### src/rtl/rpm_smoother.sv
// Moving-average RPM smoother: N-deep ring-buffer average of rate samples, scaled x60 with saturation.
// Latency 2 cycles from rate_valid to rpm_valid; accepts a sample every cycle, no backpressure.
module rpm_smoother #(
  parameter int W           = 24,
  parameter int LOG2N       = 3,
  parameter int TIMEOUT_CYC = 100000000
) (
  input  logic             mclk,
  input  logic             rst_n,
  input  logic [W-1:0]     rate_in,
  input  logic             rate_valid,
  input  logic             clear,
  output logic [W-1:0]     rpm_out,
  output logic             rpm_valid,
  output logic [LOG2N:0]   fill_count,
  output logic             overflow
);

  localparam int N  = 1 << LOG2N;
  localparam int SW = W + LOG2N;
  localparam int IW = $clog2(TIMEOUT_CYC + 1);

  typedef enum logic {FILL, RUN} state_t;

  state_t           r_state, w_state_nxt;
  logic [W-1:0]     r_ring [N];
  logic [LOG2N-1:0] r_wr_ptr;
  logic [SW-1:0]    r_sum, w_sum_nxt;
  logic [IW-1:0]    r_idle;
  logic             r_v1;
  logic [W-1:0]     r_base;

  logic             w_accept, w_timeout, w_flush, w_fill_done;
  logic [W-1:0]     w_evict, w_base;
  logic [W+5:0]     w_scaled;

  // A sample in the same cycle as a timeout pre-empts it; clear drops the sample.
  assign w_accept    = rate_valid & ~clear;
  assign w_timeout   = ~rate_valid & ~clear & (r_idle == IW'(TIMEOUT_CYC - 1));
  assign w_flush     = clear | w_timeout;
  assign w_evict     = (r_state == RUN) ? r_ring[r_wr_ptr] : '0;
  assign w_sum_nxt   = r_sum + SW'(rate_in) - SW'(w_evict);
  assign w_fill_done = (r_state == RUN) | (fill_count == (LOG2N+1)'(N - 1));
  assign w_base      = w_fill_done ? w_sum_nxt[SW-1:LOG2N] : rate_in;

  always_comb begin
    w_state_nxt = r_state;
    if (w_flush)
      w_state_nxt = FILL;
    else if (w_accept && (r_state == FILL) && (fill_count == (LOG2N+1)'(N - 1)))
      w_state_nxt = RUN;
  end

  always_ff @(posedge mclk or negedge rst_n) begin
    if (!rst_n) r_state <= FILL;
    else        r_state <= w_state_nxt;
  end

  always_ff @(posedge mclk or negedge rst_n) begin
    if (!rst_n) begin
      r_sum      <= '0;
      r_wr_ptr   <= '0;
      fill_count <= '0;
      r_idle     <= '0;
    end else if (w_flush) begin
      r_sum      <= '0;
      r_wr_ptr   <= '0;
      fill_count <= '0;
      r_idle     <= '0;
    end else if (w_accept) begin
      r_sum    <= w_sum_nxt;
      r_wr_ptr <= r_wr_ptr + 1'b1;
      r_idle   <= '0;
      if (r_state == FILL) fill_count <= fill_count + 1'b1;
    end else begin
      r_idle <= r_idle + 1'b1;
    end
  end

  // Ring contents are only read in RUN, after every slot has been written.
  always_ff @(posedge mclk) begin
    if (w_accept) r_ring[r_wr_ptr] <= rate_in;
  end

  always_ff @(posedge mclk or negedge rst_n) begin
    if (!rst_n) begin
      r_v1   <= 1'b0;
      r_base <= '0;
    end else begin
      r_v1 <= w_accept | w_timeout;
      if (w_accept)       r_base <= w_base;
      else if (w_timeout) r_base <= '0;
    end
  end

  assign w_scaled = {r_base, 6'b0} - {4'b0, r_base, 2'b0};

  always_ff @(posedge mclk or negedge rst_n) begin
    if (!rst_n) begin
      rpm_valid <= 1'b0;
      rpm_out   <= '0;
      overflow  <= 1'b0;
    end else begin
      rpm_valid <= r_v1;
      if (r_v1) begin
        if (|w_scaled[W+5:W]) begin
          rpm_out  <= '1;
          overflow <= 1'b1;
        end else begin
          rpm_out  <= w_scaled[W-1:0];
          overflow <= 1'b0;
        end
      end
    end
  end

endmodule

### config.mk
export PLATFORM = sky130hd
export DESIGN_NAME = rpm_smoother
export DESIGN_NICKNAME = d
export VERILOG_FILES = /design/src/rtl/rpm_smoother.sv
export SDC_FILE = /design/constraint.sdc
export NUM_CORES = 1
export LEC_CHECK = 0
export CAP_MARGIN = 30
export CORE_ASPECT_RATIO = 1.75
export CORE_MARGIN = 3
export CORE_UTILIZATION = 53
export CTS_BUF_LIST = sky130_fd_sc_hd__clkbuf_4 sky130_fd_sc_hd__clkbuf_8 sky130_fd_sc_hd__clkbuf_16
export DETAILED_ROUTE_END_ITERATION = 10
export MAX_ROUTING_LAYER = met4
export PLACE_DENSITY = 0.7
export SYNTH_ARGS = -nofsm -noshare
export SYNTH_HDL_FRONTEND = slang
export SYNTH_SLANG_ARGS = --single-unit
export TNS_END_PERCENT = 10
### constraint.sdc
create_clock -name mclk -period 10 [get_ports mclk]
set_input_delay 1.5 -clock mclk [delete_from_list [all_inputs] [get_ports mclk]]
set_output_delay 1.5 -clock mclk [all_outputs]
set_load 0.03 [all_outputs]
==> results.sh <==
export IMPL_tritoncts="built"
export IMPL_core_rowCount=83
export IMPL_worst_endpoint_required_ns=10.41
export IMPL_cts_root_buffer="clkbuf_16"
export IMPL_drc_violation_count_after_routing=0
export IMPL_setup_worst_path_start="r_wr_ptr[0]$_DFFE_PN0P_"
export IMPL_ctsHtreeMaxLevel=1
export IMPL_drt_initial_drc_count=606
export IMPL_synth_enable_flop_cells=192
export IMPL_power_leakage_nw=6.69
export IMPL_grt_first_pass_wirelength_um=59400
export IMPL_timing_max_transition_violations_final=0
export IMPL_synthToLayoutAreaGrowth_pct=12.0
export IMPL_power_ir_vdd_worst_mv=0.160
export IMPL_num_fill_cells=2349
export IMPL_grt_start_max_net_pins=61
export IMPL_internal_power_mw=2.52
export IMPL_syn_area_mm2=0.0158
export IMPL_synth_ff_latch_count=303
export IMPL_final_critical_path_setup_slack_ns=4.35
export IMPL_synth_largest_area_cell="edfxtp_1"
export IMPL_ys_dominant_reg_cell="edfxtp_1"
export IMPL_synth_most_common_cell="edfxtp_1"
export IMPL_max_freq_mhz=177
export IMPL_antenna_left=0
export IMPL_hold_path_class="reg2reg"
export IMPL_detailedPlacementHpwl_um=25800
export IMPL_die_height_um=234
export IMPL_cts_max_path_buffers=3
export IMPL_post_cts_resize_count=0
export IMPL_grt_use_total_pct=24.7
export IMPL_antenna_cells=0
export IMPL_worst_setup_hold_path_clk_slew_ns=0.07
export IMPL_cts_buffers_inserted=28
export IMPL_hold_start="r_idle[0]$_DFF_PN0_"
export IMPL_cap_violations=0
export IMPL_globalRoute_totalOverflow=0
export IMPL_nNetsFinal=1452
export IMPL_clock_sink_count=303
export IMPL_pwr_share_comb_pct=32.8
export IMPL_netlist_top_cells_area="edfxtp_1 37%, dfrtp_1 18%, mux4_2 4.9%, ha_1 4.0%, inv_1 3.2%"
export IMPL_critPathMaxFanout=38
export IMPL_port_buffer_count=57
export IMPL_vias_per_cell=6.02
export IMPL_drt_pre_antenna_iters=5
export IMPL_syn_area_per_cell_um2=12.1
export IMPL_number_of_different_library_cells_in_the_post_synthesis_netlist=76
export IMPL_register_area_mm2=0.00855
export IMPL_die_w_um=136
export IMPL_timing_setup_tns_ns=0
export IMPL_route_final_wire_length_um=37600
export IMPL_postSynthCellCount=1306
export IMPL_clock_skew_ns=0.0167
export IMPL_endpoint_kind="flop"
export IMPL_dp_worst_setup_slack_ns=4.25
export IMPL_multiInputGateArea_mm2=0.00649
export IMPL_synth_yosys_seq_area_share_pct=54.1
export IMPL_finalHoldViolCount=0
export IMPL_tightest_slew_ns=0.834
export IMPL_post_cts_setup_buffers=0
export IMPL_seqPwrFrac_pct=38.2
export IMPL_max_slew_margin_rel_pct=44.3
export IMPL_yosys_warnings=0
export IMPL_outcome="finished clean"
export IMPL_timing_setup_critical_path_class="reg2reg"
export IMPL_asr_flop_ratio_synth_pct=36.6
export IMPL_timing_rr_start="r_wr_ptr[0]$_DFFE_PN0P_"
export IMPL_critPathArrivalTime_ns=6.06
export IMPL_initial_antenna_violation_count=0
export IMPL_total_i_o_pin_count=58
export IMPL_route_vias_total=10500
export IMPL_gp_congestion=1.00
export IMPL_synth_top_cell_area_share_pct=36.5
export IMPL_setup_viol=0
export IMPL_critPathLaunchType="flop"
export IMPL_p_per_area_mw_per_mm2=214
export IMPL_synth_nets=1409
export IMPL_wire_per_inst_um=21.4
export IMPL_total_switching_power_mw=1.27
export IMPL_p_clk_share_pct=29.0
export IMPL_placed_cells_incl_taps=1701
export IMPL_p_sw_share_pct=33.6
export IMPL_floorplan_die_area_mm2=0.0320
export IMPL_synth_top_cells_by_count="192 x edfxtp_1, 136 x inv_1, 111 x dfrtp_1"
export IMPL_drive_gt1_share_pct=11.4
export IMPL_clock_insertion_delay_worst_skew_ns=0.56
export IMPL_cts_hold_repair_buffers=0
export IMPL_grt_setup_unrepaired="no"
export IMPL_core_region_area_mm2=0.0294
export IMPL_layout_worst_path_cycle_share_pct=56.5
export IMPL_initial_standard_cell_utilization_of_the_core_pct=53.7
export IMPL_layoutNonFillerInstCount=1753
export IMPL_final_min_clock_period_ns=5.65
export IMPL_first_global_vias=11000
[cells in the final DEF (no fill, tap or decap), types with 5 or more instances in the layout]
cell type        instances
edfxtp_1               192
inv_1                  136
dfrtp_1                108
nor2_1                  75
nand2_1                 60
a21oi_1                 56
clkdlybuf4s50_1         56
o21ai_0                 53
ha_1                    51
nand3_1                 41
mux2i_1                 37
xnor2_1                 36
mux4_2                  34
xor2_1                  33
clkbuf_16               29
o22ai_1                 25
fa_1                    24
nor2b_1                 22
o21a_1                  22
o22a_1                  20
buf_4                   19
nand4_1                 18
and3_1                  17
a21o_1                  15
nor3_1                  14
mux2_2                  13
a22oi_1                 13
a211oi_1                13
a32oi_1                  9
nand2b_1                 7
o21bai_1                 7
a211o_1                  6
o211ai_1                 5
clkinv_2                 5
[power by group through the flow]
stage	logic, mW	registers (mW)	clock network (mW)
CTS	1.24	1.45	1.12
global placement	1.22	1.47	0
global route	1.37	1.45	1.17
finish	1.24	1.45	1.10
floorplan	0.906	1.47	0
detailed placement	1.23	1.47	0
[logic make-up after synthesis]
logic type	synth area share, %
fa+ha+maj	7.09
mux	8.12
simple gates	9.37
compound gates	12.4
flops	54.1
buf+inv	5.09
xor+xnor	3.83
[per-layer routing]
| layer | up-vias | routed length (um) | GRT usage (%) |
|---|---|---|---|
| met4 | 0 | 1500 | 10.4 |
| met1 | 5317 | 14600 | 28.7 |
| met3 | 101 | 1490 | 2.32 |
| li1 | 4852 | - | - |
| met5 | - | 0 | - |
| met2 | 277 | 20000 | 43.4 |
[critical path: stages, from the launching register on]
cell and delay (ns):
dfrtp_4 0.72, buf_4 0.71, mux4_2 0.60, mux2i_1 0.19, nor2b_1 0.09, fa_1 0.48, inv_1 0.06, ha_1 0.38
a21o_1 0.22, a2111oi_0 0.47, o21ai_0 0.20, a211oi_1 0.37, o31ai_1 0.18, a311oi_1 0.46, xor2_1 0.22, o22ai_1 0.09
[through the flow]
stage / cell area [um2] / utilization (%) / power (mW) / hold slack, ns
after floorplan: 15800 / - / 2.37 / 0.438
after global placement: 16700 / 56.9 / 2.69 / 0.477
after detailed placement: 16700 / 56.9 / 2.70 / 0.488
after CTS: 17700 / 60.2 / 3.80 / 0.496
after global routing: 17700 / 60.2 / 3.99 / 0.512
final: 17700 / 60.2 / 3.79 / 0.496
[final timing paths]
check	end	slack, ns	cells past startpoint
setup reg to reg	r_sum[25]$_DFFE_PN0P_	4.35	15
min in group asynchronous	rpm_out[4]$_DFFE_PN0P_	1.01	1
hold / removal	r_idle[0]$_DFF_PN0_	0.50	1
max in group asynchronous	r_wr_ptr[0]$_DFFE_PN0P_	7.65	2
setup / recovery	r_sum[25]$_DFFE_PN0P_	4.35	15
hold reg to reg	r_idle[0]$_DFF_PN0_	0.50	1
[registers in the layout (all words and copies together) (netlist names)]
signal,count
r_v1,1
r_ring,192
fill_count,4
r_idle,27
r_wr_ptr,3
rpm_out,23
r_sum,27
r_state,1
r_base,24
rpm_valid,1
[final cells by class]
| class | instances | area share [%] |
|---|---|---|
| Tap cell | 382 | 2.70 |
| Sequential cell | 303 | 48.3 |
| Clock inverter | 18 | 1.06 |
| Timing Repair Buffer | 75 | 3.98 |
| Clock buffer | 34 | 4.35 |
| Inverter | 136 | 2.89 |
| Multi-Input combinational cell | 805 | 36.7 |
No activity file was read; power rests on OpenSTA's default activity.
